==> src/rtl/decode_pkg.sv <==
// Shared opcode constants and source-usage encoding for the decode stage.
package decode_pkg;

  localparam logic [5:0] OP_RTYPE = 6'h00;
  localparam logic [5:0] OP_ADDI  = 6'h08;
  localparam logic [5:0] OP_ANDI  = 6'h0C;
  localparam logic [5:0] OP_ORI   = 6'h0D;
  localparam logic [5:0] OP_LW    = 6'h23;
  localparam logic [5:0] OP_SW    = 6'h2B;
  localparam logic [5:0] OP_BEQ   = 6'h04;

  typedef enum logic [1:0] {
    NONE,
    RS,
    RS_RT
  } src_use_t;

endpackage

==> src/rtl/reg_scoreboard.sv <==
// Pending-write scoreboard: one busy bit per register, with a hazard query that
// already sees a writeback retiring in the current cycle.
module reg_scoreboard
  import decode_pkg::*;
#(
  parameter int unsigned ADDR_W = 5
) (
  input  logic              clk,
  input  logic              clr,
  input  logic              set_en,
  input  logic [ADDR_W-1:0] set_reg,
  input  logic              wb_valid,
  input  logic [ADDR_W-1:0] wb_reg,
  input  logic [ADDR_W-1:0] rs,
  input  logic [ADDR_W-1:0] rt,
  input  logic [ADDR_W-1:0] rd,
  input  src_use_t          uses,
  output logic              hazard
);

  localparam int unsigned NRegs = 1 << ADDR_W;

  logic [NRegs-1:0] busy_q, busy_d, eff_busy, wb_mask, set_mask;

  always_comb begin
    wb_mask  = '0;
    set_mask = '0;
    if (wb_valid) wb_mask[wb_reg] = 1'b1;
    if (set_en)   set_mask[set_reg] = 1'b1;
    eff_busy = busy_q & ~wb_mask;
    // Applying the set after the clear lets a same-cycle issue win.
    busy_d    = eff_busy | set_mask;
    busy_d[0] = 1'b0;
  end

  // rd is 0 for non-writing instructions, and register 0 is never busy.
  always_comb begin
    hazard = eff_busy[rd];
    if (uses != NONE && eff_busy[rs]) hazard = 1'b1;
    if (uses == RS_RT && eff_busy[rt]) hazard = 1'b1;
  end

  always_ff @(posedge clk) begin
    if (clr) busy_q <= '0;
    else     busy_q <= busy_d;
  end

endmodule

==> src/rtl/instr_decode_stage.sv <==
// One-entry decode stage: holds an instruction, decodes register-file fields and
// the immediate, and issues once the scoreboard reports no RAW/WAW hazard.
module instr_decode_stage
  import decode_pkg::*;
#(
  parameter int unsigned ADDR_W = 5,
  parameter int unsigned DATA_W = 32
) (
  input  logic              clk,
  input  logic              clr,
  input  logic              in_valid,
  output logic              in_ready,
  input  logic [DATA_W-1:0] instr,
  output logic              out_valid,
  input  logic              out_ready,
  output logic [ADDR_W-1:0] readreg1,
  output logic [ADDR_W-1:0] readreg2,
  output logic [ADDR_W-1:0] writereg,
  output logic              regwrite,
  output logic [DATA_W-1:0] imm_ext,
  output logic              illegal,
  input  logic              wb_valid,
  input  logic [ADDR_W-1:0] wb_reg
);

  logic              full_q;
  logic [DATA_W-1:0] instr_q;
  logic [5:0]        opcode;
  logic [ADDR_W-1:0] rs, rt, rd;
  logic [DATA_W-1:0] imm_sext, imm_zext;
  src_use_t          uses;
  logic              wr_en, hazard, issue, accept;

  assign opcode   = instr_q[31:26];
  assign rs       = ADDR_W'(instr_q[25:21]);
  assign rt       = ADDR_W'(instr_q[20:16]);
  assign rd       = ADDR_W'(instr_q[15:11]);
  assign imm_sext = {{(DATA_W-16){instr_q[15]}}, instr_q[15:0]};
  assign imm_zext = {{(DATA_W-16){1'b0}}, instr_q[15:0]};

  always_comb begin
    uses     = NONE;
    writereg = '0;
    wr_en    = 1'b0;
    imm_ext  = '0;
    illegal  = 1'b0;
    case (opcode)
      OP_RTYPE: begin
        uses     = RS_RT;
        writereg = rd;
        wr_en    = 1'b1;
      end
      OP_ADDI, OP_LW: begin
        uses     = RS;
        writereg = rt;
        wr_en    = 1'b1;
        imm_ext  = imm_sext;
      end
      OP_ANDI, OP_ORI: begin
        uses     = RS;
        writereg = rt;
        wr_en    = 1'b1;
        imm_ext  = imm_zext;
      end
      OP_SW, OP_BEQ: begin
        uses    = RS_RT;
        imm_ext = imm_sext;
      end
      default: illegal = 1'b1;
    endcase
  end

  assign readreg1 = (uses != NONE)  ? rs : '0;
  assign readreg2 = (uses == RS_RT) ? rt : '0;
  assign regwrite = wr_en && (writereg != '0);

  assign out_valid = full_q && !hazard && !clr;
  assign issue     = out_valid && out_ready;
  assign in_ready  = !clr && (!full_q || issue);
  assign accept    = in_valid && in_ready;

  always_ff @(posedge clk) begin
    if (clr) begin
      full_q  <= 1'b0;
      instr_q <= '0;
    end else if (accept) begin
      full_q  <= 1'b1;
      instr_q <= instr;
    end else if (issue) begin
      full_q  <= 1'b0;
    end
  end

  reg_scoreboard #(
    .ADDR_W(ADDR_W)
  ) u_scoreboard (
    .clk      (clk),
    .clr      (clr),
    .set_en   (issue && regwrite),
    .set_reg  (writereg),
    .wb_valid (wb_valid),
    .wb_reg   (wb_reg),
    .rs       (readreg1),
    .rt       (readreg2),
    .rd       (writereg),
    .uses     (uses),
    .hazard   (hazard)
  );

endmodule

==> config.mk <==
export PLATFORM = sky130hd
export DESIGN_NAME = instr_decode_stage
export DESIGN_NICKNAME = d
export VERILOG_FILES = /design/src/rtl/decode_pkg.sv /design/src/rtl/reg_scoreboard.sv /design/src/rtl/instr_decode_stage.sv
export SDC_FILE = /design/constraint.sdc
export NUM_CORES = 1
export LEC_CHECK = 0
export CAP_MARGIN = 20
export CORE_ASPECT_RATIO = 1.5
export CORE_MARGIN = 2
export CORE_UTILIZATION = 52
export DETAILED_ROUTE_END_ITERATION = 16
export PLACE_DENSITY = 0.85
export SLEW_MARGIN = 20
export SYNTH_ARGS = -nofsm -noshare
export SYNTH_HDL_FRONTEND = slang
export SYNTH_SLANG_ARGS = --single-unit
==> constraint.sdc <==
create_clock -name clk -period 9.4 [get_ports clk]
set_clock_uncertainty 0.05 [all_clocks]
set_input_delay 1.88 -clock clk [delete_from_list [all_inputs] [get_ports clk]]
set_output_delay 1.88 -clock clk [all_outputs]
set_load 0.005 [all_outputs]
=== Word-level counts from Yosys, hierarchy flattened ===
Index checks and enable logic that the tools add are counted.

* Register bits: 65
* Output and inout port bits: 51

* Magnitude comparators: 6
* Equal/unequal tests: 7
* Multiplexer cells: 23
* Bitwise gates (word level): 3
* Reductions and logical operators: 25

{| class="wikitable"
|+ Operators by type and width
! cell !! number
|-
| $mux 32 || 2
|-
| $pmux 32 s2 || 1
|-
| $and 32x32->32 || 1
|-
| $not 32->32 || 1
|-
| $or 32x32->32 || 1
|-
| $lt 5x6->1 const B || 4
|-
| $eq 6x4->1 const B || 3
|-
| $bmux 1 s5 || 3
|-
| $eq 6x6->1 const B || 2
|-
| $logic_and 1x1->1 || 11
|-
| $mux 1 || 11
|-
| $demux 1 s5 || 2
|-
| $ge 5x1->1 const B || 2
|-
| $mux 5 || 2
|-
| $pmux 5 s2 || 1
|-
| $reduce_or 4->1 || 2
|-
| $reduce_or 7->1 || 1
|-
| $eq 6x3->1 const B || 1
|-
| $logic_not 6->1 || 1
|-
| $reduce_bool 5->1 || 1
|-
| $reduce_or 5->1 || 1
|-
| $pmux 2 s2 || 1
|-
| $reduce_bool 2->1 || 2
|-
| $logic_not 1->1 || 3
|-
| 4 further kinds || 4
|}

=== Logic depth before layout (Yosys ltp) ===
Gate-level depths: netlist (run 1).

* Depth in word-level cells: 20
* Depth in mapped cells: 15

=== By module ===
Synthesis (run 1) repeated with hierarchy kept, for this count alone.

* Cell total of the unflattened synthesis: 486
* Area, all modules: 3,963.8 um2

{| class="wikitable"
|+ By module, submodules not included
! module !! instances !! cells an instance !! area each (um2) !! sequential area each (um2)
|-
| reg_scoreboard || 1 || 264 || 2,192.1 || 620.6
|-
| instr_decode_stage || 1 || 222 || 1,771.7 || 660.6
|}

=== Worst setup path before layout (run 1) ===
Ideal clock, no wire load.

* Path kind: input port to output port
* Start point: input wb_reg[2]
* End point: output in_ready
* Arrival time: 4.167 ns
* Slack: 3.303 ns
* Cell stages on the path: 12
* Buffers on the path: 3
* Cell sequence: or4b_1 -> o21ai_1 -> o2111ai_1 -> a32oi_1 -> a211oi_1 -> a32oi_1 -> and4_4 -> buf_6 -> nand2_4 -> buf_6 -> buf_6 -> a21oi_1

* Word-level cells in the longest chain between the ends: 18

{| class="wikitable"
|+ Ends and longest elaborated chain
! what !! line !! RTL
|-
| start: declaration || instr_decode_stage.sv:23 || <nowiki>input logic [ADDR_W-1:0] wb_reg</nowiki>
|-
| $lt 5x6->1 (not written as such) / $ge 5x1->1 (equally long branches) || reg_scoreboard.sv:28 || <nowiki>if (wb_valid) wb_mask[wb_reg] = 1'b1;</nowiki>
|-
| $logic_and 1x1->1 (not written as such) || reg_scoreboard.sv:28 ||
|-
| $mux 1 (not written as such) || reg_scoreboard.sv:28 ||
|-
| $demux 1 s5 (*) || - ||
|-
| $mux 32 (*) || reg_scoreboard.sv:28 ||
|-
| $not 32->32 (*) || reg_scoreboard.sv:30 || <nowiki>eff_busy = busy_q & ~wb_mask;</nowiki>
|-
| $and 32x32->32 (*) || reg_scoreboard.sv:30 ||
|-
| $bmux 1 s5 || reg_scoreboard.sv:39 || <nowiki>if (uses != NONE && eff_busy[rs]) hazard = 1'b1;</nowiki>
|-
| $mux 1 (not written as such) || reg_scoreboard.sv:39 ||
|-
| $logic_and 1x1->1 || reg_scoreboard.sv:39 ||
|-
| $mux 1 || reg_scoreboard.sv:39 ||
|-
| $mux 1 (*) || reg_scoreboard.sv:40 || <nowiki>if (uses == RS_RT && eff_busy[rt]) hazard = 1'b1;</nowiki>
|-
| $logic_not 1->1 (*) || instr_decode_stage.sv:77 || <nowiki>assign out_valid = full_q && !hazard && !clr;</nowiki>
|-
| $logic_and 1x1->1 (*) (2 in series) || instr_decode_stage.sv:77 ||
|-
| $logic_and 1x1->1 (*) || instr_decode_stage.sv:78 || <nowiki>assign issue = out_valid && out_ready;</nowiki>
|-
| $logic_or 1x1->1 (*) || instr_decode_stage.sv:79 || <nowiki>assign in_ready = !clr && (!full_q || issue);</nowiki>
|-
| $logic_and 1x1->1 (*) || instr_decode_stage.sv:79 ||
|-
| end: declaration || instr_decode_stage.sv:12 || <nowiki>output logic in_ready,</nowiki>
|}

Mark *: on every way between the ends. The rest lies on a longest branch, timed or not. The select of a mux whose other input is x is not followed.

=== Worst setup path after layout (run 1) ===
* Start point: input wb_reg[4]
* End point: output in_ready

The elaborated chain is that of the path after synthesis.

==> results of run 1 <==
==> cells in the mapped netlist, types with 14 or more instances <==
cell / instances
nand3b_1: 33
clkbuf_1: 44
o32ai_1: 26
o211ai_1: 18
o211ai_2: 29
a21oi_1: 14
inv_1: 15
dfxtp_1: 64
nor3b_1: 24
and2_1: 17
nor2_1: 44
nand2_1: 47
a31oi_1: 35
buf_4: 19
o21ai_0: 61
==> sequential cells by signal, indices dropped and copies added, names as in the netlist <==
name / cells
instr_q: 32
u_scoreboard.busy_q: 31
full_q: 1
==> per-stage QoR <==
| stage | area, µm² | setup WS [ps] | total power, µW |
|---|---|---|---|
| 2_1_floorplan | 5290 | 3300 | 454 |
| 4_1_cts | 6340 | 2120 | 959 |
| 3_5_place_dp | 5970 | 2130 | 541 |
| 5_1_grt | 6350 | 1850 | 994 |
| 3_3_place_gp | 5970 | 2210 | 536 |
| 6_report | 6350 | 1970 | 969 |
==> worst max-delay path by stage <==
stage	start	to	slack, ps	depth (start not counted)
3_5_place_dp	wb_reg[4]	in_ready	2130	11
3_3_place_gp	wb_reg[2]	in_ready	2210	11
2_1_floorplan	wb_reg[2]	in_ready	3300	12
6_report	wb_reg[4]	in_ready	1970	11
5_1_grt	wb_reg[2]	in_ready	1850	11
4_1_cts	wb_reg[4]	in_ready	2120	11
==> logic make-up after synthesis <==
| logic type | after synthesis | share of synthesized area, % |
|---|---|---|
| buf+inv | 101 | 9.58 |
| mux | 12 | 2.34 |
| xor+xnor | 1 | 0.166 |
| compound gates | 262 | 37.8 |
| flops | 64 | 24.2 |
| simple gates | 231 | 25.9 |
==> area by class of cell <==
class	instances	area, µm²
Fill cell	844	3670
Multi-Input combinational cell	506	3510
Sequential cell	64	1280
Timing Repair Buffer	99	968
Clock buffer	11	243
Tap cell	117	146
Clock inverter	5	128
Inverter	20	75.1
==> worst max-delay path, stage by stage <==
cell and delay, ps:
clkdlybuf4s50_1 530, nand4b_1 370, o21ai_0 560, a21oi_1 80, o311ai_1 310, o211ai_1 150, a32oi_1 280, and4_1 530
nand2_4 80, a21oi_1 180, clkdlybuf4s50_1 530
==> metal layers <==
layer	vias up	share of wire (%)	track usage, %
met1	2834	36	40.1
met4	0	5.4	19.8
met2	395	49	57.0
met5	-	0	0
met3	93	9.3	6.46
li1	2651	-	-
==> power by group <==
| group | internal (µW) | switching, µW |
|---|---|---|
| logic | 92.8 | 140 |
| clock network | 293 | 130 |
| registers | 284 | 28.4 |
==> metrics.md, run 1 <==
| Metric | Value |
|---|---|
| GP Congestion | approximately 1.0 |
| Routed WL per cell | between 20 and 25 µm |
| Placeable Area | 10000 µm² |
| Drt first pass iters | 6 |
| WP data required | between 7000 and 8000 ps |
| Max Cap Violations | 0 |
| Clk pin slew, worst setup/hold paths | ~60 ps |
| Avg Cell Area, Syn | 7.88 µm² |
| Via Count | ~6k |
| Worst Hold Launch | u_scoreboard.busy_q[24]$_SDFF_PP0_ |
| Vias per Instance | 7.27 |
| Die area | ~11000 µm² |
| Yosys top cell by area | dfxtp_1 |
| Post_cts resized | 0 |
| Worst hold path depth | 2 |
| Number of global-route vias before repair | between 5k and 6k |
| Ys Warns | 0 |
| Iteration-0 DRC Markers | ~620 |
| Core Rows | 45 |
| Setup TNS | 0 ps |
| CTS sink count | 64 |
| Initial antenna violation count | 0 |
| CTS Root Buffer Type | clkbuf_16 |
| Initial Util | between 50% and 60% |
| Max Slew Vio Count | 0 |
| FF-to-FF path depth | 10 |
| Unrepaired setup endpoints after global routing | no |
| Synth-to-layout area growth | 20.0% |
| Fin crit share | 79.1% |
| Critical Path End Type | output port |
| Layout Nets | approximately 740 |
| Crit path DAT | roughly 5500 ps |
| Post-CTS Setup Repair Bufs | 0 |
| IO Pins | 93 |
| R2r setup slk | a little under 5000 ps |
| Core Util, Final | 63.3% |
| Largest net degree at the start of global routing | 77 |
| Syn Nets | just over 700 |
| Global-route wire length before repair | slightly below 30 mm |
| Cells after Synth | around 670 |
| Dpl cells | 806 |
| Synth top area share | 24.2% |
| CTS Buf Count | 9 |
| Final wirelength | 19.1 mm |
| Inserted Diodes | 0 |
| Clk buf depth | 2 |
| Final setup vio count | 0 |
| Critical R2R Launch | instr_q[17]$_SDFFE_PP0P_ |
| Final Critical Period | around 7400 ps |
| Fmax | 135 MHz |
| Power Density | between 150 and 200 nW/µm² |
| Setup CP Type | in -> out |
| Die Wd | approximately 86 µm |
| Total track usage | between 30% and 40% |
| Crit path launch type | primary input |
| Grt total ovfl | 0 |
| Worst-Margin Slew | roughly 1000 ps |
| Top_reg_cell synth | dfxtp_1 |
| Detailed placement HPWL | around 13 mm |
| Post-synthesis sequential area ratio | approximately a quarter |
| Critical R2R Capture | u_scoreboard.busy_q[30]$_SDFF_PP0_ |
| Max-slew headroom | around a third |
| Share of layout cells above drive strength 1 | approximately 11% |
| Post-DRT Antenna Nets | 0 |
| VDD IR-drop max | about 120 µV |
| Chip Height | between 100 and 150 µm |
| PortBufs | 92 |
| Skew-Pair Late Insertion Delay | approximately 340 ps |
| Most common cell after layout, fill and taps aside | clkdlybuf4s50_1 |
| Crit Path Max Fanout | 10 |
| Hold/Removal Path Class | reg -> reg |
| Hold Crit Endpoint | u_scoreboard.busy_q[24]$_SDFF_PP0_ |
| FF+latch count, synth | between 60 and 70 |
| P_leak | 0.00203 µW |
| CTS tree | done |
| Ranking of synthesized cells by area | dfxtp_1 24%, o211ai_2 6.9%, o21ai_0 5.8% |
| Most frequent cells in the layout | 90 x clkdlybuf4s50_1, 64 x dfxtp_1, 61 x o21ai_0, 47 x nand2_1, 43 x nor2_1 |
| WHS | 513 ps |
| Post-layout instance count excluding filler cells | 822 |
| Count of cell types in the netlist | between 70 and 80 |
| Post-detailed-route DRC marker count | 0 |
| Synthesized area | about 5300 µm² |
| H-tree depth | 3 |
| Endpoints failing hold | 0 |
| Synth async-reset ratio | 0% |
| Outcome | finished clean |
| Number of flops mapped to enable cells by yosys | 0 |
| Hold-fix buffers, CTS | 0 |
No activity file was read; power rests on OpenSTA's default activity.
==> run 2, diff against run 1 <==
- clock period: 9.4 -> 6.9 ns (I/O delays scaled with it)
==> run 2 against run 1 <==
- register-to-register slack lost 2600 ps
- flip-flop and latch count unchanged
- critical path depth fell by 1
- first-iteration DRC count up 9.4%
- sequential power increased by 35%
- critical path type unchanged
- critical endpoint is now out_valid
- largest cell class unchanged
- largest power group unchanged
==> metrics.md, run 2 (synthesis results as in run 1) <==
| Metric | Value |
|---|---|
| Crit Path Max Fanout | 10 |
| Number of flip-flops under the largest register name | 32 |
| Gate power share | 24.8% |
| Largest net degree at the start of global routing | 76 |
| Register share of total power | between 30% and 40% |
| Post-detailed-route DRC marker count | 0 |
| Setup CP Type | in -> out |
| Chip Height | 128 µm |
| Clk buf depth | 2 |
| Routed WL per cell | roughly 24 µm |
| Internal power | 886 µW |
| Max Slew Vio Count | 0 |
| Most common cell after layout, fill and taps aside | clkdlybuf4s50_1 |
| Reg with most FFs | instr_q |
| Die area | about 11000 µm² |
| Max Cap Violations | 0 |
| VDD IR-drop max | around 140 µV |
| Vias per Instance | between 7 and 8 |
| Final wirelength | between 15 and 20 mm |
| Net Sw Frac | between 30% and 40% |
| Post_cts resized | 0 |
| Final setup vio count | 0 |
| Biggest regs | instr_q: 32 flops, u_scoreboard.busy_q: 31 flops, full_q: 1 flops |
| Crit path DAT | 4890 ps |
| Met3 GRT Util | roughly 5.4% |
| IO Pins | slightly above 90 |
| Worst Hold Launch | u_scoreboard.busy_q[24]$_SDFF_PP0_ |
| GR Util met1 | between 40% and 50% |
| Setup TNS | 0 ps |
| Clk pin slew, worst setup/hold paths | approximately 60 ps |
| Global-route track usage on met2 | about 60% |
| Core Rows | 45 |
| Fin crit share | between 90% and 100% |
| Skew-Pair Late Insertion Delay | approximately 350 ps |
| Crit path launch type | primary input |
| Initial Util | 52.8% |
| Hold/Removal Path Class | reg -> reg |
| Detailed placement HPWL | 13.3 mm |
| Power Density | 204 nW/µm² |
| Clk pwr share | 42.8% |
| Synth-to-layout area growth | 20.1% |
| Global-route wire length before repair | ~30 mm |
| Hold Crit Endpoint | u_scoreboard.busy_q[24]$_SDFF_PP0_ |
| CTS Buf Count | 9 |
| Outcome | finished clean |
| NetSw | just over 400 µW |
| WHS | 538 ps |
| Fmax | 158 MHz |
| Setup slack after layout | just under 600 ps |
| Drt first pass iters | 5 |
| GP Congestion | around 1.0 |
| FF-to-FF path depth | 11 |
| Final Critical Period | between 6000 and 7000 ps |
| Placeable Area | around 10000 µm² |
| CTS Root Buffer Type | clkbuf_16 |
| CTS tree | done |
| Place WS | just over 700 ps |
| Iteration-0 DRC Markers | a little under 700 |
| Endpoints failing hold | 0 |
| WP data required | ~5500 ps |
| Initial antenna violation count | 0 |
| CTS sink count | 64 |
| R2r setup slk | about 2400 ps |
| Layout Nets | roughly 750 |
| Post-DRT Antenna Nets | 0 |
| Critical R2R Capture | u_scoreboard.busy_q[9]$_SDFF_PP0_ |
| H-tree depth | 3 |
| Via Count | 5960 |
| Critical R2R Launch | instr_q[29]$_SDFFE_PP0P_ |
| GR peak layer | met2 |
| Unrepaired setup endpoints after global routing | no |
| Inserted Diodes | 0 |
| Share of layout cells above drive strength 1 | between 10 and 15% |
| Worst-Margin Slew | between 1000 and 1500 ps |
| P_leak | between 0.002 and 0.0025 µW |
| Total track usage | 35.3% |
| Critical Path End Type | output port |
| Die Wd | about 86 µm |
| Post-CTS Setup Repair Bufs | 0 |
| PortBufs | a little over 90 |
| Number of global-route vias before repair | 5790 |
| Max-slew headroom | between 20 and 30% |
| Grt total ovfl | 0 |
| Hold-fix buffers, CTS | 0 |
| Worst hold path depth | 2 |
| Most frequent cells in the layout | 90 x clkdlybuf4s50_1, 64 x dfxtp_1, 61 x o21ai_0, 47 x nand2_1, 43 x nor2_1 |
-- run 2: layer usage --
layer,vias to the layer above,wire [µm]
met4,0,1200
met2,417,9660
met5,-,0
li1,2653,-
met1,2795,7240
met3,95,1540
-- run 2: worst max-delay path: stages --
cell and delay (ps):
clkdlybuf4s50_1 610, nand4b_1 360, o21ai_0 480, o221a_1 270
a31oi_1 40, a311oi_1 290, and4_1 270, nand4_1 410
nor2_1 240, clkdlybuf4s50_1 520
-- run 2: layout make-up --
cell class | count | area [µm²]
Clock buffer | 11 | 253
Timing Repair Buffer | 102 | 988
Sequential cell | 64 | 1280
Inverter | 20 | 75.1
Multi-Input combinational cell | 506 | 3500
Fill cell | 886 | 3670
Tap cell | 117 | 146
Clock inverter | 5 | 103
-- run 2: stage by stage --
step	instance area (µm²)	instances	total power, µW	util (%)
global route	6350	825	1330	63.4
global placement	5990	809	732	59.8
detailed placement	5990	809	738	59.8
CTS	6350	825	1290	63.4
finish	6350	825	1300	63.4
floorplan	5290	671	619	-
-- run 2: worst max-delay path by stage --
stage	depth (start not counted)	slack, ps	from	endpoint
3_3_place_gp	10	770	wb_valid	out_valid
4_1_cts	10	690	wb_valid	out_valid
2_1_floorplan	12	1800	wb_reg[2]	in_ready
6_report	10	580	wb_valid	out_valid
5_1_grt	10	400	wb_valid	out_valid
3_5_place_dp	10	710	wb_reg[3]	out_valid
-- run 2: power groups by stage --
stage	clock network (µW)	registers [µW]	logic [µW]
6_report	556	421	321
5_1_grt	569	423	341
4_1_cts	555	419	313
3_5_place_dp	0	427	311
3_3_place_gp	0	426	306
2_1_floorplan	0	405	214
==> run 3, diff against run 2 <==
- CORE_ASPECT_RATIO: 1.5 -> 0.75
- SKIP_CTS_REPAIR_TIMING: not set -> 1
==> run 3 against run 2 <==
- die area about the same
- cell area decreased by 0.65%
- global-route usage decreased by 1.6 points
- clock power decreased by 15%
- register-to-register slack improved by 150 ps
- count of clock-buffer cells in the layout unchanged
- hold slack got worse by 8.0 ps
==> metrics.md, run 3 (synthesis results as in run 1) <==
| Metric | Value |
|---|---|
| Setup TNS | 0 ps |
| Worst-Margin Slew | slightly above 1000 ps |
| Total track usage | between 30% and 40% |
| Hold/Removal Path Class | reg -> reg |
| Outcome | finished clean |
| Final setup vio count | 0 |
| Grt total ovfl | 0 |
| Synth-to-layout area growth | 19.3% |
| CTS sink count | 64 |
| Crit Path Max Fanout | 10 |
| VDD IR-drop max | around 120 µV |
| Clk pin slew, worst setup/hold paths | 50 ps |
| Most frequent cells in the layout | 90 x clkdlybuf4s50_1, 64 x dfxtp_1, 61 x o21ai_0, 47 x nand2_1, 43 x nor2_1 |
| Via Count | 5982 |
| Critical Path End Type | output port |
| Post-detailed-route DRC marker count | 0 |
| Die area | about 11000 µm² |
| Inserted Diodes | 0 |
| CTS tree | done |
| Largest net degree at the start of global routing | 99 |
| Unrepaired setup endpoints after global routing | no |
| Reg with most FFs | instr_q |
| Vias per Instance | 7.13 |
| CTS Buf Count | 9 |
| Placeable Area | 9770 µm² |
| Biggest regs | instr_q: 32 flops, u_scoreboard.busy_q: 31 flops, full_q: 1 flops |
| WP data required | roughly 5500 ps |
| Max Slew Vio Count | 0 |
| Chip Height | between 90 and 100 µm |
| H-tree depth | 3 |
| GP Congestion | 1.03 |
| Fin crit share | 92.1% |
| Power Density | 193 nW/µm² |
| Max Cap Violations | 0 |
| Skew-Pair Late Insertion Delay | roughly 350 ps |
| Crit path DAT | 4930 ps |
| Endpoints failing hold | 0 |
| PortBufs | 92 |
| CTS Root Buffer Type | clkbuf_16 |
| Crit path launch type | primary input |
| Detailed placement HPWL | around 12 mm |
| Number of global-route vias before repair | approximately 5.5k |
| R2r setup slk | roughly 2600 ps |
| Fmax | between 150 and 200 MHz |
| Share of layout cells above drive strength 1 | between 10 and 15% |
| Global-route wire length before repair | around 30 mm |
| Critical R2R Launch | instr_q[17]$_SDFFE_PP0P_ |
| Final wirelength | between 15 and 20 mm |
| Core Rows | 31 |
| Initial antenna violation count | 0 |
| Die Wd | 120 µm |
| Worst hold path depth | 2 |
| Iteration-0 DRC Markers | slightly above 1k |
| Worst Hold Launch | u_scoreboard.busy_q[24]$_SDFF_PP0_ |
| Hold Crit Endpoint | u_scoreboard.busy_q[24]$_SDFF_PP0_ |
| Number of flip-flops under the largest register name | 32 |
| Layout Nets | approximately 740 |
| Clk buf depth | 2 |
| FF-to-FF path depth | 10 |
| Final Critical Period | around 6400 ps |
| Drt first pass iters | 6 |
| Initial Util | a little over half |
| Most common cell after layout, fill and taps aside | clkdlybuf4s50_1 |
| Max-slew headroom | between 30% and 40% |
| P_leak | 0.00201 µW |
| IO Pins | a little over 90 |
| Critical R2R Capture | u_scoreboard.busy_q[6]$_SDFF_PP0_ |
| Post-DRT Antenna Nets | 0 |
| Routed WL per cell | 22.3 µm |
| Setup CP Type | in -> out |
| # fillers | roughly 830 |
| Place WS | approximately 650 ps |
| Setup slack after layout | 542 ps |
run 3: changes by cell type in the layout (fill, tap and decap cells not counted):
| cell | change |
|---|---|
| bufinv_16 | -2 |
| a21oi_1 | -1 |
| a21oi_2 | +1 |
| buf_4 | -1 |
| clkbuf_1 | +1 |
| clkbuf_8 | -1 |
| clkinv_2 | +1 |
| clkinv_4 | +1 |
run 3: per-stage QoR:
| step | power, µW | instance area, µm² | hold WS [ps] | util [%] | std cells |
|---|---|---|---|---|---|
| final | 1210 | 6310 | 530 | 64.5 | 839 |
| after global routing | 1250 | 6310 | 548 | 64.5 | 839 |
| after CTS | 1200 | 6300 | 525 | 64.5 | 839 |
| after detailed placement | 736 | 6010 | 510 | 61.4 | 823 |
| after global placement | 729 | 6010 | 510 | 61.4 | 823 |
| after floorplan | 619 | 5290 | 456 | - | 671 |
run 3: routing by layer:
metal | track usage (%) | part of all wire, % | up-vias
li1 | - | - | 2664
met4 | 12.5 | 3.2 | 0
met1 | 46.7 | 41 | 2774
met3 | 9.48 | 13 | 72
met5 | 0 | 0 | -
met2 | 49.4 | 43 | 472
run 3: where the power goes:
part           total, µW  internal, µW  switching, µW
clock                471           289            182
sequential           426           387           38.4
combinational        318           127            191
total               1210           803            411
run 3: cell type report:
type	count	area (µm²)	area share, %
multi-input cells	506	3510	55.6
flip-flops and latches	64	1280	20.3
repair buffers	101	981	15.5
clock buffers	11	243	3.85
well taps	132	165	2.62
inverters	20	75.1	1.19
clock inverters	5	56.3	0.893
run 3: worst max path at each step:
stage / startpoint / end / slack (ps) / cells after the start
detailed placement: wb_reg[2] / in_ready / 650 / 11
global placement: wb_reg[2] / in_ready / 740 / 11
global route: wb_reg[2] / in_ready / 320 / 11
finish: wb_reg[2] / in_ready / 540 / 11
CTS: wb_reg[2] / in_ready / 620 / 11
floorplan: wb_reg[2] / in_ready / 1800 / 12
run 3: worst max-delay path, stage by stage:
cell	delay, ps
clkdlybuf4s50_1	520
or4b_1	700
o21ai_1	320
mux2i_1	150
o31ai_1	210
o21ai_1	100
a32oi_1	220
and4_1	530
nand2_4	70
a21oi_1	190
clkdlybuf4s50_1	530
